--- src/rtl/booth_pkg.sv ---
// Shared encodings for the Booth multiplier sequencer: state codes, Booth pair codes,
// the registered strobe bundle and the helpers that derive it.
package booth_pkg;

    localparam logic [2:0] ST_IDLE  = 3'd0;
    localparam logic [2:0] ST_LOAD  = 3'd1;
    localparam logic [2:0] ST_EVAL  = 3'd2;
    localparam logic [2:0] ST_ADD   = 3'd3;
    localparam logic [2:0] ST_SUB   = 3'd4;
    localparam logic [2:0] ST_SHIFT = 3'd5;
    localparam logic [2:0] ST_DONE  = 3'd6;

    typedef enum logic [2:0] {
        IDLE  = ST_IDLE,
        LOAD  = ST_LOAD,
        EVAL  = ST_EVAL,
        ADD   = ST_ADD,
        SUB   = ST_SUB,
        SHIFT = ST_SHIFT,
        DONE  = ST_DONE
    } state_t;

    // {q0, q_m1} patterns that call for an add or a subtract before the shift
    localparam logic [1:0] PAIR_ADD = 2'b01;
    localparam logic [1:0] PAIR_SUB = 2'b10;

    typedef struct packed {
        logic load_mq;
        logic clr_a;
        logic clr_qm1;
        logic add_en;
        logic sub_en;
        logic shift_en;
        logic busy;
        logic done;
    } ctrl_out_t;

    function automatic int cnt_width(input int width);
        return $clog2(width + 1);
    endfunction

    function automatic ctrl_out_t decode_outputs(input state_t s);
        ctrl_out_t o;
        o      = '0;
        o.busy = (s != IDLE);
        case (s)
            LOAD: begin
                o.load_mq = 1'b1;
                o.clr_a   = 1'b1;
                o.clr_qm1 = 1'b1;
            end
            ADD:     o.add_en   = 1'b1;
            SUB:     o.sub_en   = 1'b1;
            SHIFT:   o.shift_en = 1'b1;
            DONE:    o.done     = 1'b1;
            default: ;
        endcase
        return o;
    endfunction

endpackage

--- src/rtl/booth_iter_counter.sv ---
// Loadable iteration down-counter; last flags the final pass (count == 1).
module booth_iter_counter
    import booth_pkg::*;
#(
    parameter int WIDTH = 8,
    parameter int CNT_W = cnt_width(WIDTH)
) (
    input  logic             clk,
    input  logic             clear,
    input  logic             load,
    input  logic             dec,
    output logic [CNT_W-1:0] count,
    output logic             last
);

    logic [CNT_W-1:0] count_q;
    logic [CNT_W-1:0] count_d;

    always_comb begin
        count_d = count_q;
        if (load) begin
            count_d = CNT_W'(WIDTH);
        end else if (dec && (count_q != '0)) begin
            count_d = count_q - CNT_W'(1);
        end
    end

    always_ff @(posedge clk or posedge clear) begin
        if (clear) begin
            count_q <= '0;
        end else begin
            count_q <= count_d;
        end
    end

    assign count = count_q;
    assign last  = (count_q == CNT_W'(1));

endmodule

--- src/rtl/booth_controller.sv ---
// Radix-2 Booth sequencer: walks LOAD, then WIDTH x (EVAL, [ADD|SUB], SHIFT), then holds DONE.
//   state | meaning
//   IDLE  | waiting for start
//   LOAD  | load M/Q, clear A and Q-1, arm iteration counter
//   EVAL  | sample {q0,q_m1} to pick add, sub or plain shift
//   ADD   | A <= A + M
//   SUB   | A <= A - M
//   SHIFT | arithmetic shift of {A,Q,Q-1}, one iteration consumed
//   DONE  | product valid, wait for done_ack
module booth_controller
    import booth_pkg::*;
#(
    parameter int WIDTH = 8,
    parameter int CNT_W = cnt_width(WIDTH)
) (
    input  logic             clk,
    input  logic             clear,
    input  logic             start,
    input  logic             abort,
    input  logic             q0,
    input  logic             q_m1,
    input  logic             done_ack,
    output logic             load_mq,
    output logic             clr_a,
    output logic             clr_qm1,
    output logic             add_en,
    output logic             sub_en,
    output logic             shift_en,
    output logic             busy,
    output logic             done,
    output logic [CNT_W-1:0] iter
);

    state_t    state_q;
    state_t    state_d;
    ctrl_out_t out_q;
    ctrl_out_t out_d;
    logic      cnt_last;

    booth_iter_counter #(
        .WIDTH (WIDTH),
        .CNT_W (CNT_W)
    ) u_iter_counter (
        .clk   (clk),
        .clear (clear),
        .load  (state_q == LOAD),
        .dec   (state_q == SHIFT),
        .count (iter),
        .last  (cnt_last)
    );

    always_comb begin
        state_d = state_q;
        case (state_q)
            IDLE:  if (start) state_d = LOAD;
            LOAD:  state_d = EVAL;
            EVAL: begin
                case ({q0, q_m1})
                    PAIR_SUB: state_d = SUB;
                    PAIR_ADD: state_d = ADD;
                    default:  state_d = SHIFT;
                endcase
            end
            ADD:   state_d = SHIFT;
            SUB:   state_d = SHIFT;
            SHIFT: state_d = cnt_last ? DONE : EVAL;
            DONE:  if (done_ack) state_d = IDLE;
            default: state_d = IDLE;
        endcase
        if (abort) state_d = IDLE;
        // strobes are registered: decode the state being entered
        out_d = decode_outputs(state_d);
    end

    always_ff @(posedge clk or posedge clear) begin
        if (clear) begin
            state_q <= IDLE;
            out_q   <= '0;
        end else begin
            state_q <= state_d;
            out_q   <= out_d;
        end
    end

    assign load_mq  = out_q.load_mq;
    assign clr_a    = out_q.clr_a;
    assign clr_qm1  = out_q.clr_qm1;
    assign add_en   = out_q.add_en;
    assign sub_en   = out_q.sub_en;
    assign shift_en = out_q.shift_en;
    assign busy     = out_q.busy;
    assign done     = out_q.done;

endmodule

--- config.mk ---
export PLATFORM = sky130hd
export DESIGN_NAME = booth_controller
export DESIGN_NICKNAME = d
export VERILOG_FILES = /design/src/rtl/booth_pkg.sv /design/src/rtl/booth_iter_counter.sv /design/src/rtl/booth_controller.sv
export SDC_FILE = /design/constraint.sdc
export NUM_CORES = 1
export LEC_CHECK = 0
export ABC_AREA = 1
export CAP_MARGIN = 10
export CORE_MARGIN = 2
export CORE_UTILIZATION = 40
export DETAILED_ROUTE_END_ITERATION = 8
export GPL_TIMING_DRIVEN = 1
export PLACE_DENSITY = 0.71
export SKIP_CTS_REPAIR_TIMING = 1
export SYNTH_ARGS = -nofsm -noshare
export SYNTH_HDL_FRONTEND = slang
export SYNTH_SLANG_ARGS = --single-unit
--- constraint.sdc ---
create_clock -name clk -period 1.1 [get_ports clk]
set_input_delay 0.33 -clock clk [delete_from_list [all_inputs] [get_ports clk]]
set_output_delay 0.33 -clock clk [all_outputs]
set_load 0.05 [all_outputs]
=== Word level (Yosys, flattened, before mapping) ===
Index checks and enable logic that the tools add are counted.

* Bits in registers: 15
* Bits of input ports: 7
* Output and inout port bits: 12
* Word-level logic and storage cells: 44

* $add $sub $neg: 1
* Equal/unequal tests: 14
* Muxes and demuxes: 13
* Reductions and logical operators: 6

{| class="wikitable"
|+ Operators by type and width
! kind !! number
|-
| $eq 3x3->1 const B || 6
|-
| $pmux 3 s6 || 1
|-
| $mux 3 || 5
|-
| $eq 3x2->1 const B || 3
|-
| $mux 4 || 2
|-
| $eq 3x1->1 const B || 2
|-
| $pmux 3 s2 || 1
|-
| $eq 4x1->1 const B || 1
|-
| $mux 1 || 4
|-
| $reduce_bool 4->1 || 1
|-
| $sub 4x1->4 const B || 1
|-
| $logic_not 3->1 || 1
|-
| $reduce_bool 3->1 || 1
|-
| $eq 2x1->1 const B || 1
|-
| $eq 2x2->1 const B || 1
|-
| $reduce_bool 2->1 || 1
|-
| $reduce_or 2->1 || 1
|-
| $logic_and 1x1->1 || 1
|}

=== Logic depth before layout (Yosys ltp) ===
* Word-level depth: 6
* Mapped depth: 8
* Mapped depth without buffers: 8

=== Hierarchy ===
A second synthesis with hierarchy kept.

* Cell total of the unflattened synthesis: 100
* Area, all modules: 759.5 um^2

{| class="wikitable"
|+ Modules (own cells, without submodules)
! module !! times used !! cells each !! area each (um^2) !! seq. area each (um^2)
|-
| booth_controller || 1 || 66 || 476.7 || 225.2
|-
| booth_iter_counter || 1 || 34 || 282.8 || 100.1
|}

=== Worst setup path after synthesis ===
OpenSTA, ideal clock, no wires.

* Path kind: register -> register
* Start: register u_iter_counter.count_q[0], in the netlist u_iter_counter.count[0]
* End: register u_iter_counter.count_q[3], in the netlist u_iter_counter.count[3]
* Setup time: 129 ps
* Arrival time: 1409 ps
* Required time: 971 ps
* Path slack: -438 ps
* Stages on the path, launching flop included: 7
* Path buffers: 0
* Period minus slack after synthesis: 1538 ps
* Cells stage by stage: dfrtp_1 -> inv_1 -> ha_1 -> nand2_1 -> nand3_2 -> o21ai_0 -> nand3_1

* Cells in the longest elaborated chain, start to end: 3
* Elaborated cells between the ends (all ways): 6
* Classes of those cells: add/sub (1); mux (2); reduce/logical (3)

{| class="wikitable"
|+ RTL lines
! element !! line !! text
|-
| start, declared || booth_iter_counter.sv:16 || <nowiki>logic [CNT_W-1:0] count_q;</nowiki>
|-
| start signal, assigned || booth_iter_counter.sv:32 || <nowiki>count_q <= count_d;</nowiki>
|-
| $sub 4x1->4 or $reduce_bool 4->1 (tied branches) || booth_iter_counter.sv:24, booth_iter_counter.sv:23 ||
|-
| $mux 4 or $logic_and 1x1->1 (tied branches) || booth_iter_counter.sv:23 || <nowiki>end else if (dec && (count_q != '0)) begin</nowiki>
|-
| $mux 4 or $reduce_bool 2->1 (tied branches) || n/a ||
|}

Several ways; a longest one is shown, not always the timed one. The select of a mux whose other input is x is not followed.
A chain may end at the register's enable or synchronous reset.

=== Final worst setup path ===
* Start: register u_iter_counter.count_q[0], in the netlist u_iter_counter.count[0]
* End: output iter[0]

{| class="wikitable"
|+ RTL lines
! element !! line !! text
|-
| end, declared || booth_controller.sv:31 || <nowiki>output logic [CNT_W-1:0] iter</nowiki>
|}

No word-level cell between the ends.

==> flow_metrics.py <==
metrics = {
    "routing": {
        "first_pass_iters": 4,
        "drc": 0,
        "routed_wl_mm": 1.75,
        "via_count": 695,
        "detail_route.iter0.violations": 5,
        "post_drt_wl_per_cell_um": 12.3,
        "drtAntennaViolNets": 0,
        "vias_per_cell": 4.89,
    },
    "sta": {
        "fin_worst_hold_slack_ns": 0.351,
        "worst_tran_pin_value_ns": 0.196,
        "final_hold_viol_count": 0,
        "timing_max_transition_violations_final": 0,
        "rsz0062_at_grt": "true",
        "relSlewSlack_pct": 86.9,
        "final_worst_path_setup_slack_ns": -0.210,
        "setup_viol_count_final": 25,
        "finalCritPeriodShare_pct": 119,
        "total_negative_slack_for_setup_checks_ns": -2.64,
        "clock.fmax_mhz": 764,
        "final.setup_skew_ns": 0.00961,
        "layout_min_cycle_time_ns": 1.31,
    },
    "logic_synthesis": {
        "avgSynthCellArea_um2": 7.53,
        "synth_warnings": 0,
        "syn_area_um2": 686,
        "netlist_instances": 91,
        "flop_and_latch_count_out_of_synthesis": 13,
        "number_of_unique_standard_cell_types_used_by_synthesis": 14,
        "ys_seq_area_share_pct": 47.4,
        "postSynthNetCount": 100,
    },
    "grt": {
        "global_route_wire_length_before_repair_mm": 2.50,
        "overflow": 0,
        "use_met1_pct": 19.6,
        "met2_usage_pct": 29.3,
        "global_routing_usage_on_met3_pct": 4.37,
        "largest_net_degree_at_the_start_of_global_routing": 14,
        "grt_pass1_vias": 639,
        "groute.usage.overall_pct": 16.8,
        "antenna_found_initial": 0,
        "grt_most_used_layer": "met2",
    },
    "placed_design": {
        "globalplace.congestion": 0.903,
        "detailed_place.area_mm2": 0.00110,
        "dp_hpwl_mm": 1.18,
        "numPortBuffers": 18,
        "numPlacedInstances": 134,
    },
    "critical_path": {
        "required_arrival_time_at_the_worst_endpoint_ns": 0.77,
        "cpMaxStageDelayCell": "dfrtp_2",
        "critical_path_arrival_ns": 0.98,
        "critPathKind": "reg2out",
        "critical_path.n_buffers_inverters": 2,
        "critPathMaxFanout": 4,
        "rr_endpoint": "sub_en$_DFF_PP0_",
        "critical-path-top-delay-family": "flip-flops",
        "crit_path_cell_trace": "buf_6 > buf_12",
        "slowest_delay_ns": 0.44,
        "worstRegToRegCells": 8,
        "worst_setup_slack_for_register_to_register_paths_ns": -0.17,
        "critical_path_startpoint_category": "flop",
        "worst_setup_path_end_kind": "output pin",
        "rr_startpoint": "u_iter_counter.count[1]$_DFFE_PP0P_",
    },
    "cells_and_area": {
        "layoutNonFillerInstCount": 142,
        "ff_latch_area_um2": 335,
        "finalCoreUtilization_pct": 81.1,
        "final_layout_size_suffix_gt1_share_pct": 53.2,
        "fin_nets": 136,
        "n_fill_cell": 96,
        "multiInputGateArea_um2": 388,
        "final_cell_area_mm2": 0.00126,
        "insertedDiodeCount": 0,
        "syn2layout_area_growth_pct": 84.3,
    },
    "flow_run": {
        "drv_cap": 0,
    },
    "clock_network": {
        "numCtsBuffers": 3,
        "clk_pin_slew_worst_paths_ns": 0.09,
        "ctsHtreeMaxLevel": 1,
        "cts_tree": "built",
        "clock_tree.buffer_depth": 2,
        "clock_sinks": 13,
        "clk-insertion-delay-late_ns": 0.27,
        "cts.root.buffer_cell": "clkbuf_4",
    },
    "run_status": {
        "run_status": "finished with violations",
        "violated_checks": "setup timing",
    },
    "pwr": {
        "p_int_w": 0.00131,
        "power.share.switching_pct": 41.0,
        "p_clk_share_pct": 13.4,
        "seqPwrFrac_pct": 29.9,
        "power_leakage_nw": 0.626,
        "power_density_mw_per_mm2": 1760,
        "ir_worst_vdd_v": 0.00123,
        "pwr-share-comb_pct": 56.7,
        "p_switching_w": 0.000912,
    },
    "floorplan": {
        "die_area_mm2": 0.00206,
        "num_io_pins": 19,
        "die_x_um": 45.4,
        "chipHeight_um": 45.4,
        "fp-row-count": 14,
        "initial_util_pct": 44.0,
        "core_area_mm2": 0.00156,
    },
    "min_path": {
        "worst_hold_path_type": "in2async",
    },
}
==> kinds of logic after synthesis <==
logic type	count (synthesis)	synth area share, %
xor gates and xnor gates	1	1.28
AOI/OAI and AO/OA	6	4.38
DFF	13	47.4
buffers and inverters	17	10.4
adders and majority gates	2	3.65
and+or+nand+nor	52	32.8
==> power by group through the flow <==
| stage | combinational (W) | sequential (W) | clock [W] |
|---|---|---|---|
| after floorplan | 0.000368 | 0.000848 | 0 |
| after global placement | 0.00108 | 0.000652 | 0 |
| after detailed placement | 0.00110 | 0.000657 | 0 |
| after CTS | 0.00111 | 0.000648 | 0.000303 |
| after global routing | 0.00135 | 0.000677 | 0.000332 |
| final | 0.00126 | 0.000666 | 0.000298 |
==> layout by cell type, fill, tap and decap left out <==
cell type        count
nor2_4               2
o21ai_2              3
buf_4               11
nand2_2              4
dfrtp_1              5
nand2_4              2
inv_1                8
ha_4                 1
dlymetal6s2s_1       2
clkbuf_1             1
buf_6                4
clkbuf_4             3
xnor2_1              1
nand3_2              5
nand2_1             13
dfrtp_2              8
nand3_4              1
buf_12              12
inv_2                5
ha_2                 1
clkdlybuf4s50_1      4
o21ai_1              3
nor2_1              14
nor2_2               3
inv_4                2
nand3_1              8
==> layer usage <==
metal	wire (um)	part of all wire (%)
met1	657	38
met5	0	0
met4	21	1.2
met3	71	4.1
met2	994	57
==> worst max path at each step <==
stage	start	endpoint	cells past startpoint
2_1_floorplan	u_iter_counter.count[1]$_DFFE_PP0P_	busy$_DFF_PP0_	8
3_3_place_gp	q_m1	busy$_DFF_PP0_	8
4_1_cts	u_iter_counter.count[0]$_DFFE_PP0P_	iter[0]	2
6_report	u_iter_counter.count[0]$_DFFE_PP0P_	iter[0]	2
5_1_grt	u_iter_counter.count[1]$_DFFE_PP0P_	sub_en$_DFF_PP0_	8
3_5_place_dp	q_m1	busy$_DFF_PP0_	8
==> sequential cells by signal, summed over array words and instances, names as in the netlist <==
name / count
sub_en: 1
state_q: 3
u_iter_counter.count: 4
add_en: 1
shift_en: 1
done: 1
clr_a: 1
busy: 1
==> worst reg2reg max path, cell delays in order, from the launching register on <==
cell and delay, ns:
dfrtp_2 0.42, inv_2 0.09, ha_2 0.16, nand2_1 0.05
nor2_1 0.10, nor2_1 0.05, nand2_1 0.10, nand2_2 0.11
nor2_1 0.12
==> per-stage QoR <==
step / worst slack (ns) / total power [W]
floorplan: -0.185 / 0.00122
global placement: -0.387 / 0.00173
detailed placement: -0.460 / 0.00176
CTS: -0.240 / 0.00206
global route: -0.295 / 0.00236
finish: -0.210 / 0.00223
==> Yosys cell counts <==
library cell	count	share of area (%)
buf_4	2	2.2
ha_1	2	3.6
dfrtp_1	13	47
nor2_2	2	1.8
xnor2_1	1	1.3
nand2_1	18	9.9
inv_1	12	6.6
nand3_1	13	9.5
o21ai_1	1	0.73
o21ai_0	5	3.6
nor2_1	17	9.3
inv_2	3	1.6
nand2_2	1	0.91
nand3_2	1	1.5
==> cell type report <==
class,count,area share [%]
clock buffers,4,2.08
inverters,15,4.85
multi-input cells,61,30.7
flip-flops and latches,13,26.5
well taps,16,1.58
repair buffers,33,34.3
Note: power is estimated with default switching activity, not from simulation.
